<file path="src/rtl/win_mul_arbiter_if.sv">
// Requester and multiplier signal bundle for win_mul_arbiter.
// slave = the arbiter itself; master = the surrounding datapath / multiplier.
interface win_mul_arbiter_if #(
  parameter int NUM_REQ = 4
);
  logic [NUM_REQ-1:0]   req_valid;
  logic [NUM_REQ-1:0]   req_ready;
  logic [8*NUM_REQ-1:0] req_a;
  logic [8*NUM_REQ-1:0] req_b;
  logic [NUM_REQ-1:0]   rsp_valid;
  logic [15:0]          rsp_data;
  logic                 rsp_err;
  logic                 busy;
  logic [7:0]           mul_a;
  logic [7:0]           mul_b;
  logic                 mul_start;
  logic [15:0]          mul_result;
  logic                 mul_done;

  modport slave (
    input  req_valid, req_a, req_b, mul_result, mul_done,
    output req_ready, rsp_valid, rsp_data, rsp_err, busy, mul_a, mul_b, mul_start
  );

  modport master (
    output req_valid, req_a, req_b, mul_result, mul_done,
    input  req_ready, rsp_valid, rsp_data, rsp_err, busy, mul_a, mul_b, mul_start
  );
endinterface

</file>
<file path="src/rtl/win_mul_arbiter.sv">
// Round-robin sequencer sharing one multi-cycle 8x8 multiplier; accept->rsp_valid is 2 cycles (zero bypass) or 3+k.
// req_ready only in IDLE with one transaction in flight; responses have no backpressure, a hung multiplier times out.
module win_mul_arbiter #(
  parameter int NUM_REQ = 4,
  parameter int TIMEOUT = 16,
  parameter int GW      = $clog2(NUM_REQ)
) (
  input  logic             clk,
  input  logic             rst_n,
  win_mul_arbiter_if.slave bus
);

  localparam int CW = $clog2(TIMEOUT);

  typedef enum logic [2:0] {
    S_IDLE,
    S_ISSUE,
    S_WAIT,
    S_BYPASS,
    S_RESP
  } state_t;

  state_t               r_state;
  state_t               w_state_nxt;
  logic [GW-1:0]        r_last_grant;
  logic [GW-1:0]        r_grant;
  logic [GW-1:0]        w_win;
  logic                 w_any;
  logic [7:0]           r_op_a;
  logic [7:0]           r_op_b;
  logic [7:0]           w_in_a;
  logic [7:0]           w_in_b;
  logic [CW-1:0]        r_cnt;
  logic                 w_timeout;
  logic [15:0]          r_rsp_data;
  logic                 r_rsp_err;
  logic [NUM_REQ-1:0]   r_rsp_valid;
  logic [NUM_REQ-1:0]   w_ready;
  logic                 w_mul_en;

  function automatic logic [GW-1:0] f_rr_idx(input logic [GW-1:0] base, input int off);
    return GW'((int'(base) + off) % NUM_REQ);
  endfunction

  // First valid requester strictly after last_grant, wrapping around.
  always_comb begin
    w_any = 1'b0;
    w_win = '0;
    for (int i = 1; i <= NUM_REQ; i++) begin
      if (!w_any && bus.req_valid[f_rr_idx(r_last_grant, i)]) begin
        w_any = 1'b1;
        w_win = f_rr_idx(r_last_grant, i);
      end
    end
  end

  assign w_in_a    = bus.req_a[8*w_win +: 8];
  assign w_in_b    = bus.req_b[8*w_win +: 8];
  assign w_timeout = (r_cnt == CW'(TIMEOUT - 1));

  always_ff @(posedge clk or negedge rst_n) begin
    if (!rst_n) begin
      r_state <= S_IDLE;
    end else begin
      r_state <= w_state_nxt;
    end
  end

  always_comb begin
    w_state_nxt = r_state;
    w_ready     = '0;
    case (r_state)
      S_IDLE: begin
        if (w_any) begin
          w_ready[w_win] = 1'b1;
          // Sign bit ignored: +0 and -0 both skip the multiplier.
          if (w_in_a[6:0] == 7'd0 || w_in_b[6:0] == 7'd0) begin
            w_state_nxt = S_BYPASS;
          end else begin
            w_state_nxt = S_ISSUE;
          end
        end
      end
      S_ISSUE:  w_state_nxt = S_WAIT;
      S_WAIT: begin
        if (bus.mul_done || w_timeout) begin
          w_state_nxt = S_RESP;
        end
      end
      S_BYPASS: w_state_nxt = S_RESP;
      S_RESP:   w_state_nxt = S_IDLE;
      default:  w_state_nxt = S_IDLE;
    endcase
  end

  always_ff @(posedge clk or negedge rst_n) begin
    if (!rst_n) begin
      r_last_grant <= GW'(NUM_REQ - 1);
      r_grant      <= '0;
      r_op_a       <= '0;
      r_op_b       <= '0;
      r_cnt        <= '0;
      r_rsp_data   <= '0;
      r_rsp_err    <= 1'b0;
      r_rsp_valid  <= '0;
    end else begin
      case (r_state)
        S_IDLE: begin
          if (w_any) begin
            r_op_a  <= w_in_a;
            r_op_b  <= w_in_b;
            r_grant <= w_win;
          end
        end
        S_ISSUE: r_cnt <= '0;
        S_WAIT: begin
          r_cnt <= r_cnt + 1'b1;
          // A done arriving on the timeout cycle still delivers its product.
          if (bus.mul_done) begin
            r_rsp_data <= bus.mul_result;
            r_rsp_err  <= 1'b0;
          end else if (w_timeout) begin
            r_rsp_data <= '0;
            r_rsp_err  <= 1'b1;
          end
        end
        S_BYPASS: begin
          r_rsp_data <= '0;
          r_rsp_err  <= 1'b0;
        end
        S_RESP:  r_last_grant <= r_grant;
        default: ;
      endcase
      r_rsp_valid <= '0;
      if (w_state_nxt == S_RESP) begin
        r_rsp_valid[r_grant] <= 1'b1;
      end
    end
  end

  assign w_mul_en      = (r_state == S_ISSUE) || (r_state == S_WAIT);
  assign bus.req_ready = w_ready;
  assign bus.rsp_valid = r_rsp_valid;
  assign bus.rsp_data  = r_rsp_data;
  assign bus.rsp_err   = r_rsp_err;
  assign bus.busy      = (r_state != S_IDLE);
  assign bus.mul_a     = w_mul_en ? r_op_a : 8'h00;
  assign bus.mul_b     = w_mul_en ? r_op_b : 8'h00;
  assign bus.mul_start = (r_state == S_ISSUE);

endmodule

</file>
<file path="src/flat_wrapper.sv">
// flat-port wrapper written by rule: the top's interface ports become plain ports
module win_mul_arbiter_flat 
#(
  parameter int NUM_REQ = 4,
  parameter int TIMEOUT = 16,
  parameter int GW      = $clog2(NUM_REQ)
)
  (clk, rst_n, bus_req_valid, bus_req_a, bus_req_b, bus_mul_result, bus_mul_done, bus_req_ready, bus_rsp_valid, bus_rsp_data, bus_rsp_err, bus_busy, bus_mul_a, bus_mul_b, bus_mul_start);
  win_mul_arbiter_if #(.NUM_REQ(NUM_REQ)) bus_i ();
  input  logic clk;
  input  logic rst_n;
  input wire logic [$bits(bus_i.req_valid)-1:0] bus_req_valid;
  input wire logic [$bits(bus_i.req_a)-1:0] bus_req_a;
  input wire logic [$bits(bus_i.req_b)-1:0] bus_req_b;
  input wire logic [$bits(bus_i.mul_result)-1:0] bus_mul_result;
  input wire logic [$bits(bus_i.mul_done)-1:0] bus_mul_done;
  output wire logic [$bits(bus_i.req_ready)-1:0] bus_req_ready;
  output wire logic [$bits(bus_i.rsp_valid)-1:0] bus_rsp_valid;
  output wire logic [$bits(bus_i.rsp_data)-1:0] bus_rsp_data;
  output wire logic [$bits(bus_i.rsp_err)-1:0] bus_rsp_err;
  output wire logic [$bits(bus_i.busy)-1:0] bus_busy;
  output wire logic [$bits(bus_i.mul_a)-1:0] bus_mul_a;
  output wire logic [$bits(bus_i.mul_b)-1:0] bus_mul_b;
  output wire logic [$bits(bus_i.mul_start)-1:0] bus_mul_start;
  assign bus_i.req_valid = bus_req_valid;
  assign bus_i.req_a = bus_req_a;
  assign bus_i.req_b = bus_req_b;
  assign bus_i.mul_result = bus_mul_result;
  assign bus_i.mul_done = bus_mul_done;
  assign bus_req_ready = bus_i.req_ready;
  assign bus_rsp_valid = bus_i.rsp_valid;
  assign bus_rsp_data = bus_i.rsp_data;
  assign bus_rsp_err = bus_i.rsp_err;
  assign bus_busy = bus_i.busy;
  assign bus_mul_a = bus_i.mul_a;
  assign bus_mul_b = bus_i.mul_b;
  assign bus_mul_start = bus_i.mul_start;
  win_mul_arbiter #(.NUM_REQ(NUM_REQ), .TIMEOUT(TIMEOUT), .GW(GW)) u_core (.clk(clk), .rst_n(rst_n), .bus(bus_i));
endmodule
</file>
<file path="config.mk">
export PLATFORM = sky130hd
export DESIGN_NAME = win_mul_arbiter_flat
export DESIGN_NICKNAME = d
export VERILOG_FILES = /design/src/rtl/win_mul_arbiter_if.sv /design/src/rtl/win_mul_arbiter.sv /design/src/flat_wrapper.sv
export SDC_FILE = /design/constraint.sdc
export NUM_CORES = 1
export LEC_CHECK = 0
export ABC_AREA = 1
export ABC_CLOCK_PERIOD_IN_PS = 4000
export CAP_MARGIN = 40
export CORE_ASPECT_RATIO = 1.75
export CORE_MARGIN = 5
export CORE_UTILIZATION = 46
export DETAILED_ROUTE_END_ITERATION = 7
export MAX_ROUTING_LAYER = met4
export PLACE_DENSITY = 0.86
export SLEW_MARGIN = 25
export SYNTH_ARGS = -nofsm -noshare
export SYNTH_HDL_FRONTEND = slang
export SYNTH_SLANG_ARGS = --single-unit
export TNS_END_PERCENT = 50
</file>
<file path="constraint.sdc">
create_clock -name clk -period 4 [get_ports clk]
set_input_delay 1 -clock clk [delete_from_list [all_inputs] [get_ports clk]]
set_output_delay 1 -clock clk [all_outputs]
set_load 0.02 [all_outputs]
</file>
* Word level (Yosys, flattened, before mapping)
Cells that the tools add are included.
** Word-level totals
- Bits in registers :: 48
- Bits in latches :: 0
- Bits in writable memories :: 0
- ROM bits :: 0
- Bits of input ports :: 87
- Output and inout port bits :: 43
- Logic and storage cells :: 86
- Memories kept :: 0
** Cells by class
- $add $sub $neg :: 5
- Multipliers :: 0
- Divide/modulo/power cells :: 0
- Order comparisons :: 8
- Equality and inequality tests :: 7
- Shifts and indexed selects :: 2
- Muxes and demuxes :: 36
- Bitwise operators :: 0
- Reductions and logical operators :: 19
** Operator list (number)
- 32-bit by 6-bit variable part select with 8-bit output :: 2
- 16-bit two-way mux :: 2
- 16-bit case mux with 2 select lines :: 1
- 2-bit by 3-bit less-than comparator with 1-bit output, second input constant :: 6
- 8-bit two-way mux :: 2
- 7-bit logical NOT :: 2
- 1-bit two-way mux :: 12
- 4-bit two-way mux :: 3
- 3-bit case mux with 4 select lines :: 1
- 2-bit two-way mux :: 5
- 1-bit binary-select mux with 2-bit select :: 4
- 4-bit case mux with 2 select lines :: 1
- 3-bit by 2-bit == test with 1-bit output, second input constant :: 2
- 3-bit == test, second input constant :: 2
- 3-bit two-way mux :: 2
- 1-bit logical AND :: 5
- 2-bit by 1-bit adder with 2-bit output, second input constant :: 2
- 2-bit adder, second input constant :: 2
- 4-bit by 1-bit adder with 4-bit output, second input constant :: 1
- 1-bit demux with 2-bit select :: 2
- 4-bit == test, second input constant :: 1
- 2-bit by 1-bit >= comparator with 1-bit output, second input constant :: 2
- 2-bit AND reduction :: 2
- 2-bit nonzero test :: 2
- 7 further kinds :: 11

* Depth between registers and ports, before layout
- Depth in word-level cells :: 21
- Mapped depth :: 21
- Mapped depth without buffers :: 20

* Worst setup path after synthesis
No wires, ideal clock.
- Path kind :: input-to-output
- Start point :: input bus_req_valid[2]
- End point :: output bus_req_ready[2]
- Arrival time :: 2.339 ns
- Data required time :: 3.000 ns
- Path slack :: 0.661 ns
- Stages :: 10
- Path buffers :: 1
- Path through :: nand2_1 > nand2_1 > nand2_1 > nand2_1 > nor2_4 > nand2_1 > nor2_1 > a21oi_4 > buf_6 > nor3_1
** Between the ends
- Longest elaborated chain between the ends :: 18
** Ends and longest elaborated chain
- from (decl) :: RTL line flat_wrapper.sv:12 : input wire logic [$bits(bus_i.req_valid)-1:0] bus_req_valid;
- 1-bit binary-select mux with 2-bit select :: RTL line win_mul_arbiter.sv:50 : if (!w_any && bus.req_valid[f_rr_idx(r_last_grant, i)]) begin
- 1-bit two-way mux (not written as such) :: RTL line win_mul_arbiter.sv:50
- 1-bit two-way mux :: RTL line win_mul_arbiter.sv:50
- 1-bit logical NOT :: RTL line win_mul_arbiter.sv:50
- 1-bit logical AND :: RTL line win_mul_arbiter.sv:50
- 1-bit two-way mux :: RTL line win_mul_arbiter.sv:50
- 1-bit logical NOT :: RTL line win_mul_arbiter.sv:50
- 1-bit logical AND :: RTL line win_mul_arbiter.sv:50
- [... 2 more ...]
- 1-bit logical AND :: RTL line win_mul_arbiter.sv:50
- 2-bit two-way mux :: RTL line win_mul_arbiter.sv:50
- 2-bit by 3-bit less-than comparator with 1-bit output (not written as such) or 2-bit by 1-bit >= comparator with 1-bit output (tied branches) :: RTL line win_mul_arbiter.sv:75 : w_ready[w_win] = 1'b1;
- 1-bit logical AND (not written as such) :: RTL line win_mul_arbiter.sv:75
- 1-bit two-way mux (not written as such) :: RTL line win_mul_arbiter.sv:75
- 1-bit demux with 2-bit select
- 4-bit two-way mux (*) :: RTL line win_mul_arbiter.sv:74 : if (w_any) begin
- 4-bit two-way mux (*) :: RTL line win_mul_arbiter.sv:72 : case (r_state)
- to (decl) :: RTL line flat_wrapper.sv:17 : output wire logic [$bits(bus_i.req_ready)-1:0] bus_req_ready;
Every way passes the cells marked *; elsewhere a longest branch is shown, timed or not. The select of a mux whose other input is x is not followed.

* Worst setup path in the final report
- Start point :: input bus_req_valid[2]
- End point :: output bus_req_ready[3]
Same word-level chain as after synthesis.

==> impl_results.md <==
- Status: finished, final reports clean
- Synthesis Warnings: 0
- Number of flops mapped to enable cells by yosys: 0
- Detailed-placement wirelength estimate: 7300 um
- Finished Layout Cells: 676
- Summed negative setup slack over all endpoints: 0 ns
- Iter 0 DRT Violations: roughly 260
- Die outline height: between 100 and 150 um
- Worst setup EP type: output pin
- Type of element launching the critical path: input pin
- Most common cell type on the critical path: sky130_fd_sc_hd__nand2_1
- Measured slew at the worst slew-check pin: 0.602 ns
- Worst EP arrival: ~2.9 ns
- First-pass GRT wire length: 15,500 um
- Synthesized instance count: 461
- Slowest cell on the critical path: sky130_fd_sc_hd__clkdlybuf4s50_1
- Cell type group with the largest total delay on the critical path: simple AND/OR/NAND/NOR gates
- Antenna viol nets, final: 0
- RePlAce Congestion: 0.926
- Max rail drop VDD: 579 uV
- Detailed Routing Iterations Pass 1: 4
- Setup violation total in the final timing report: 0
- Avg Inst Size Synth: 6.58 sq um
- Post-detailed-route via-to-cell ratio: slightly below 5
- Upper clock frequency limit: 258 MHz
- Die width: 71.4 um
- Drt wl/cell: 13.9 um
- Type of the worst setup path: input pin to output pin
- Cell breakdown of the critical path: clkdlybuf4s50_1, nand2_1, nand2_1, nand2_1, nand2_1, nor2_4, nand2_1, nor2_1, a21oi_4, nor2_2, nand2_1, inv_1, clkdlybuf4s15_1
- Detailed-route DRC error count: 0
- Net count, final: 681
- Global-route congestion overflow total: 0
- Headroom to the max-slew limit: 0.599
- Post-Syn Nets: about 550
- Final standard cell area without fillers: 4590 sq um
- Async SR Flop Fraction: 1.00
- Post-synth top flop: sky130_fd_sc_hd__dfrtp_1
- Netlist cell types: 31
- Area of the mapped netlist: 3030 sq um
- Cell total after placement: 668
- Pin count of the biggest net entering global routing: between 40 and 50
- Number of core rows: 39
- Number of I/O port buffers: 129
- Via count of the first global-routing pass: 3,406
- H-tree depth reported by CTS: 2
- Endpoints failing hold: 0
- Initial antenna violation count: 0
- I/O Pins: 130
- Required time of the worst setup path: 3.00 ns
- Min cycle time layout: 3.87 ns
- Placed instance area: between 4000 and 5000 sq um
- Post-CTS Hold Buffers: 0
- TritonCTS clock tree: built
- Pins over their slew limit: 0
- Number of buffers created by CTS: 5
- Share of the clock period used by the worst path after layout: 0.968
- Post-Route Skew: around 0.0042 ns
- Unrepaired setup endpoints after global routing: no
- Clock sink total: 48
- Sequential element share of the synthesized area: 0.397
- Reported leakage power: 2.28 nW
- Hold Path Class: flop to flop
- Layout cell share with drive strength beyond 1: 0.0892
- Power per Cell Area: 948 nW/um^2
- Buffers plus inverters on the worst setup path: 3
- Number of storage elements in the synthesis netlist: 48
- Initial Utilization: 0.468
- Die area: ~8400 sq um
- Final core utilization: 0.708
- Global Route Usage Sum: 0.235
- Detailed-route wire length: 9390 um
- Synthesis-to-finish area growth: 51.4%
- Routed via count: 3,357
- Standard cell core area: approximately 6500 sq um
- Max-cap viol count: 0
- Peak per-stage delay on the critical path: 0.42 ns
- Buffers inserted by post-CTS timing repair: 0
- Clock transition at the register clock pins on the worst setup and hold paths after CTS: approximately 0.06 ns
- Worst-path maximum fanout: 4
- Number of antenna diodes: 0
- Root Buffer: sky130_fd_sc_hd__clkbuf_16
- Max Buffers Root-to-Sink: 2
- Skew-Pair Late Insertion Delay: 0.29 ns
## layout by cell type (no fill, tap or decap), drive strengths merged, types with 2 or more instances in the layout
cell,instances
clkinv,2
o31ai,2
clkbuf,7
nand2,209
buf,17
dfrtp,46
a21oi,4
dlygate4sd2,2
nor2,34
dfstp,2
inv,51
nand3,40
clkdlybuf4s50,124
o21ai,39
nor3,7
## what timing repair did
item,CTS,global route
gates resized for setup,4,3
setup endpoints to repair,4,2
gates cloned,0,0
## Yosys cell counts, types with 4 or more instances
cell                         n  area [sq um]
sky130_fd_sc_hd__nor2_1     32           120
sky130_fd_sc_hd__nand2_2     8          50.1
sky130_fd_sc_hd__dfrtp_1    46          1150
sky130_fd_sc_hd__o21ai_0    37           185
sky130_fd_sc_hd__inv_2       9          33.8
sky130_fd_sc_hd__nand2_1   199           747
sky130_fd_sc_hd__buf_2       6          30.0
sky130_fd_sc_hd__clkbuf_1    9          33.8
sky130_fd_sc_hd__nand3_1    37           185
sky130_fd_sc_hd__inv_1      42           158
sky130_fd_sc_hd__buf_6       4          45.0
sky130_fd_sc_hd__nor3_1      7          35.0
## cell families after synthesis
| family | Yosys count | share of synthesized area |
|---|---|---|
| AND/OR/NAND/NOR | 292 | 0.407 |
| AO/OA/AOI/OAI | 48 | 0.0891 |
| adder cells (fa/ha/maj) | 1 | 0.00412 |
| buffers and inverters | 72 | 0.103 |
| flip-flops | 48 | 0.397 |
## sequential cells by signal (all words and copies together) (netlist names)
| name | flops |
|---|---|
| u_core.bus.rsp_valid | 4 |
| u_core.r_op_b | 8 |
| u_core.bus.rsp_data | 16 |
| u_core.r_cnt | 4 |
| u_core.r_last_grant | 2 |
| u_core.r_state | 3 |
| u_core.r_grant | 2 |
| u_core.r_op_a | 8 |
| u_core.bus.rsp_err | 1 |
## report_power, final
group | switching, W | internal, W | total [W]
clock | 0.000172 | 0.000294 | 0.000466
combinational | 0.00193 | 0.00113 | 0.00306
sequential | 0.000123 | 0.000707 | 0.000830
total | 0.00222 | 0.00213 | 0.00436
## layout make-up
class	instances	area, sq um
fill	561	1900
timing repair buffer	145	1410
tap	82	103
clock buffer	6	129
sequential	48	1200
clock inverter	2	35.0
multi-input combinational	341	1520
inverter	52	195
## final timing paths
| check | to | startpoint | cells after the start | slack, ns |
|---|---|---|---|---|
| worst max-delay path | bus_req_ready[3] | bus_req_valid[2] | 13 | 0.13 |
| worst min-delay path | u_core.bus.rsp_valid[0] | u_core.r_grant[0] | 1 | 0.47 |
| worst max register to register | u_core.r_state[1] | u_core.r_last_grant[0] | 20 | 1.27 |
| worst min register to register | u_core.bus.rsp_valid[0] | u_core.r_grant[0] | 1 | 0.47 |
| max in group asynchronous | u_core.r_grant[1] | rst_n | 1 | 2.87 |
| min in group asynchronous | u_core.r_op_a[5] | rst_n | 1 | 0.72 |
## per-layer routing
| layer | part of all wire | GRT usage | routed length, um | vias up |
|---|---|---|---|---|
| met1 | 0.40 | 0.282 | 3790 | 1531 |
| met4 | 0.022 | 0.0847 | 210 | 0 |
| met3 | 0.060 | 0.0471 | 562 | 21 |
| li1 | - | - | - | 1689 |
| met5 | 0 | - | 0 | - |
| met2 | 0.51 | 0.387 | 4830 | 116 |
## per-stage QoR
step	worst slack (ns)	total power, W	hold slack (ns)
5_1_grt	0.000157	0.00477	0.493
6_report	0.127	0.00436	0.467
3_3_place_gp	-0.0579	0.00380	0.452
3_5_place_dp	-0.150	0.00390	0.465
4_1_cts	0.118	0.00438	0.467
2_1_floorplan	0.661	0.00290	0.432
(Power assumes the default switching activity.)
